==> config.mk <==
export PLATFORM = sky130hd
export DESIGN_NAME = pong_game_controller
export DESIGN_NICKNAME = d
export VERILOG_FILES = /design/src/rtl/pong_game_controller_pkg.sv /design/src/rtl/pong_game_controller_debounce.sv /design/src/rtl/pong_game_controller.sv
export SDC_FILE = /design/constraint.sdc
export NUM_CORES = 1
export LEC_CHECK = 0
export BUFFER_PORTS_ARGS = -buffer_cell sky130_fd_sc_hd__buf_2
export CORE_UTILIZATION = 45
export DETAILED_ROUTE_END_ITERATION = 7
export GPL_TIMING_DRIVEN = 0
export SETUP_SLACK_MARGIN = 0.02
export SLEW_MARGIN = 10
export SYNTH_ARGS = -nofsm -noshare
export SYNTH_HDL_FRONTEND = slang
export SYNTH_SLANG_ARGS = --single-unit
==> constraint.sdc <==
create_clock -name clock -period 2.6 [get_ports clock]
set_clock_uncertainty 0.05 [all_clocks]
set_input_delay 0.26 -clock clock [delete_from_list [all_inputs] [get_ports clock]]
set_output_delay 0.26 -clock clock [all_outputs]
set_load 0.1 [all_outputs]
==> src/rtl/pong_game_controller_pkg.sv <==
// pong_game_controller_pkg: game state encoding and output field widths shared by the pong controller.
package pong_game_controller_pkg;
    localparam int GAME_STATE_W = 3;
    localparam int SCORE_W = 4;
    localparam int LIVES_W = 2;
    typedef enum logic [GAME_STATE_W-1:0] {
        IDLE  = 3'd0,
        SERVE = 3'd1,
        PLAY  = 3'd2,
        LOSE  = 3'd3,
        WIN   = 3'd4
    } gameState_t;
endpackage

==> src/rtl/pong_game_controller_debounce.sv <==
// pong_game_controller_debounce: 2-FF synchroniser plus stable-sample counter for one raw active-low button.
module pong_game_controller_debounce #(
    parameter int DEBOUNCE_CYCLES = 500_000
) (
    input  logic clock,
    input  logic reset,
    input  logic raw,
    output logic level
);
    localparam int CNT_W = $clog2(DEBOUNCE_CYCLES);
    logic [1:0] sync;
    logic [CNT_W-1:0] count;
    // count runs only while the synchronised sample differs from the accepted level
    always_ff @(posedge clock or negedge reset) begin
        if (!reset) begin
            sync <= 2'b11;
            count <= '0;
            level <= 1'b1;
        end else begin
            sync <= {sync[0], raw};
            if (sync[1] == level) count <= '0;
            else if (count == CNT_W'(DEBOUNCE_CYCLES - 1)) begin
                level <= sync[1];
                count <= '0;
            end else count <= count + 1'b1;
        end
    end
endmodule

==> src/rtl/pong_game_controller.sv <==
// pong_game_controller: debounces buttons, paces paddle moves with a tick and runs the serve/play/point game FSM.
module pong_game_controller
    import pong_game_controller_pkg::*;
#(
    parameter int CLOCK_FREQ      = 50_000_000,
    parameter int MOVE_RATE_HZ    = 100,
    parameter int DEBOUNCE_CYCLES = 500_000,
    parameter int SERVE_TICKS     = 100,
    parameter int WIN_SCORE       = 5,
    parameter int LIVES           = 3
) (
    input  logic                    clock,
    input  logic                    reset,
    input  logic [1:0]              button,
    input  logic                    buttonStart,
    input  logic                    ballHit,
    input  logic                    ballMissed,
    output logic [1:0]              paddleButton,
    output logic                    paddleReset,
    output logic                    moveTick,
    output logic [GAME_STATE_W-1:0] gameState,
    output logic [SCORE_W-1:0]      score,
    output logic [LIVES_W-1:0]      lives,
    output logic                    gameOver
);
    localparam int TICK_DIV = CLOCK_FREQ / MOVE_RATE_HZ;
    localparam int TICK_W = $clog2(TICK_DIV);
    localparam int SERVE_W = $clog2(SERVE_TICKS + 1);
    logic [2:0] rawIn, deb;
    logic [TICK_W-1:0] tickCount;
    logic [SERVE_W-1:0] serveCount;
    logic tickLast, startPrev, startPress;
    gameState_t state;
    assign rawIn = {buttonStart, button};
    for (genvar i = 0; i < 3; i++) begin : g_deb
        pong_game_controller_debounce #(.DEBOUNCE_CYCLES(DEBOUNCE_CYCLES)) u_deb (
            .clock(clock),
            .reset(reset),
            .raw(rawIn[i]),
            .level(deb[i])
        );
    end
    assign tickLast = tickCount == TICK_W'(TICK_DIV - 1);
    assign startPress = startPrev & ~deb[2];
    assign gameState = state;
    // both buttons held cancel out so the paddle never gets a conflicting request
    always_ff @(posedge clock or negedge reset) begin
        if (!reset) begin
            tickCount <= '0;
            moveTick <= 1'b0;
            paddleButton <= 2'b11;
        end else begin
            moveTick <= tickLast;
            tickCount <= tickLast ? '0 : tickCount + 1'b1;
            paddleButton <= (state == PLAY && tickLast && deb[1:0] != 2'b00) ? deb[1:0] : 2'b11;
        end
    end
    always_ff @(posedge clock or negedge reset) begin
        if (!reset) begin
            state <= IDLE;
            score <= '0;
            lives <= LIVES_W'(LIVES);
            serveCount <= '0;
            paddleReset <= 1'b1;
            gameOver <= 1'b0;
            startPrev <= 1'b1;
        end else begin
            startPrev <= deb[2];
            case (state)
                IDLE, LOSE, WIN: if (startPress) begin
                    state <= SERVE;
                    score <= '0;
                    lives <= LIVES_W'(LIVES);
                    serveCount <= '0;
                    gameOver <= 1'b0;
                end
                SERVE: if (moveTick) begin
                    if (serveCount == SERVE_W'(SERVE_TICKS - 1)) begin
                        state <= PLAY;
                        serveCount <= '0;
                        paddleReset <= 1'b0;
                    end else serveCount <= serveCount + 1'b1;
                end
                // a miss takes priority over a simultaneous hit
                PLAY: if (ballMissed) begin
                    lives <= lives - 1'b1;
                    paddleReset <= 1'b1;
                    state <= (lives == LIVES_W'(1)) ? LOSE : SERVE;
                    gameOver <= lives == LIVES_W'(1);
                end else if (ballHit) begin
                    score <= score + 1'b1;
                    if (score == SCORE_W'(WIN_SCORE - 1)) begin
                        state <= WIN;
                        gameOver <= 1'b1;
                        paddleReset <= 1'b1;
                    end
                end
                default: state <= IDLE;
            endcase
        end
    end
endmodule
==> out/results.ini <==
[outcome]
status=finished with violations
violations=DRC

[synthesis]
ys_top_cells_by_area=dfrtp_1 43%, dfstp_2 7.4%, xnor2_1 5.9%
synth.largest_area_cell=dfrtp_1
synth_flop_cell=dfrtp_1
async_flop_share_pct=100.0
synth-seq-area-share_pct=50.41
synth.distinct_cells=57
synth-warning-count=0
syn-num-nets=536
yosys.area.top_type_share_pct=43.04
synth_edf_count=0
synth_area_um2=5349
synth.avg_cell_area_um2=10.27
synth_cells=521
synth_seq_cells=107

[layout]
multi_input_area_um2=2505
layout_commonest_cell=dfrtp_1
layout_common_cells=90 x dfrtp_1, 50 x nor2_1, 36 x xnor2_1
area_delta_synth_final_pct=11.81
n_antenna_cell=0
final_nets=571
register_area_um2=2699
drive_gt1_share_pct=16.40
nFillCells=1078

[setup_path]
crit_cells=5
cp-endpoint=g_deb[2].u_deb.count[16]
crit_fanout=10
crit_buf_inv=1
crit_slowest_cell=or4_4
r2r-start=g_deb[2].u_deb.count[11]
cp.arrival_ps=2450
worstSetupStartpoint=g_deb[2].u_deb.count[11]
max_stage_delay_ps=570
cp-start-kind=flip-flop
endpoint_kind=flip-flop
crit_required_ps=2790
r2r-end=g_deb[2].u_deb.count[16]
regToRegSetupSlack_ps=340
crit_chain=or4_1, or4_4, o21ai_4, buf_12, nor2_2
path_delay_family=simple AND/OR/NAND/NOR gates
reg2regPathDepth=5
setup.worst_path.class=reg2reg

[place]
io_buffers=19
hpwl_um=6920
gp_congestion=0.7652

[routing]
ant_nets=0
wl_per_cell_um=14.13
wirelength_um=9944
firstDrtPassIters=6
drc=6
drtIter0Drc=154
num_vias=3865
avgViaCountPerCell=5.490

[clock_network]
clockBufferDepth=2
clk-insertion-delay-late_ps=350
cts_root_buf=clkbuf_16
postCtsHoldBufs=4
clkTransAtPathRegs_ps=70
htreeDepth=3
post_cts_buffers=0
clock_sinks=107
cts_tree=done
cts_buffers=9
cts-resized-gates=0

[global_routing]
grt_pass1_vias=3848
grt_overflow=0
antenna_found_initial=0
track_usage_pct=18.25
grt_max_degree=61
grt_pass1_wl_um=18170

[worst_hold_path]
hold_path.class=in2reg

[die]
die_area_um2=12330
fp.dieW_um=111.0
start_util_pct=46.45
die_y_um=111.0
placementRows=39
core_area_um2=11520
ios=21

[power]
p_per_area_nw_per_um2=680.5
irDropWorstVdd_mv=0.4065
leakagePower_uw=0.002408

[sta]
rsz0062_at_grt=false
whs_ps=264.5
setup_viol=0
worst_slew_pin_slew_ps=939.8
tns_ps=0
layout_min_cycle_time_ps=2256
finalHoldViolCount=0
max_freq_ghz=0.4432
maxSlewViolCount=0
fin_crit_sh_pct=86.78
timing.slew.headroom_pct=37.21

[job]
max_cap_viol_count=0

-- synthesized netlist by cell type, types with 2 or more instances --
master and number:
nor2_1 50, buf_2 3, and3_1 8, or3b_2 3, inv_1 18, nand3_1 34
and2_1 5, a31oi_1 2, xor2_1 18, a21oi_1 22, or4b_2 2, clkbuf_1 9
o21ai_4 2, and4b_1 2, dfrtp_1 92, o31ai_1 10, o21ai_0 17, or4b_1 2
nand3b_1 2, mux2i_1 5, or2_2 3, a211oi_1 4, ha_1 8, nor4_1 15
nor3_1 9, nor4b_1 3, or3_1 16, nor2b_1 4, and4_1 6, or4_1 9
nor2_2 10, nand4b_1 4, or4_4 2, mux2_2 7, nand4_1 12, dfstp_2 15
nand2_1 31, a22o_1 2, xnor2_1 36, and3b_1 2
-- cell families (layout without fill, tap and decap cells) --
| group | count (synthesis) | count (layout) | share of synthesized area (%) |
|---|---|---|---|
| xor+xnor | 54 | 54 | 8.842 |
| mux | 12 | 12 | 2.409 |
| buf+inv | 32 | 72 | 2.760 |
| flops | 107 | 107 | 50.41 |
| simple gates | 241 | 241 | 25.52 |
| compound gates | 67 | 67 | 8.187 |
| fa+ha+maj | 8 | 8 | 1.871 |
-- sequential cells by signal (all words and copies together), names as in the netlist, 2 cells and up --
name and flops:
score 4, g_deb.u_deb.level 3, tickCount 19, lives 2, g_deb.u_deb.sync 6, paddleButton 2, gameState 3, g_deb.u_deb.count 57
serveCount 7
-- routing by layer --
metal	global-route usage, %	part of all wire, %
met5	0	0
met3	4.483	2.7
met4	5.946	1.2
met2	27.92	45
met1	25.48	51
-- worst register-to-register path: stages (launching register included) --
cell and delay (ps):
dfrtp_1 430, or4_1 540, or4_4 570, o21ai_4 320
buf_12 190, nor2_2 40
-- final cells by class --
type,count,share of cell area [%]
buffer,14,1.339
clock buffer,9,3.766
clock inverter,7,0.9414
inverter,18,1.130
multi-input combinational,382,41.88
sequential,107,45.13
tap,143,2.992
timing repair buffer,24,2.824
-- worst min-delay path by stage --
stage,to,slack [ps],depth (start not counted),startpoint
6_report,score[3],260,4,ballHit
5_1_grt,score[3],280,4,ballHit
4_1_cts,score[3],250,4,ballHit
3_5_place_dp,tickCount[12],180,1,reset
3_3_place_gp,g_deb[2].u_deb.sync[1],300,0,g_deb[2].u_deb.sync[0]
2_1_floorplan,g_deb[0].u_deb.count[0],-90,0,reset
-- through the flow --
step / setup WS, ps / instances / total power [uW] / util, % / cell area, um2
floorplan: 191.5 / 521 / 2601 / - / 5351
global placement: -195.1 / 683 / 2770 / 48.85 / 5625
detailed placement: 326.7 / 684 / 2788 / 49.14 / 5659
CTS: 319.7 / 704 / 4145 / 51.93 / 5981
global route: 227.2 / 704 / 4286 / 51.93 / 5981
finish: 343.7 / 704 / 4070 / 51.93 / 5981
-- power breakdown --
part / switching, uW / internal [uW] / leakage (uW)
sequential: 60.1 / 1760 / 0.00141
clock: 650 / 668 / 0.000143
combinational: 700 / 234 / 0.000856
Power figures use the tool's default switching activity.
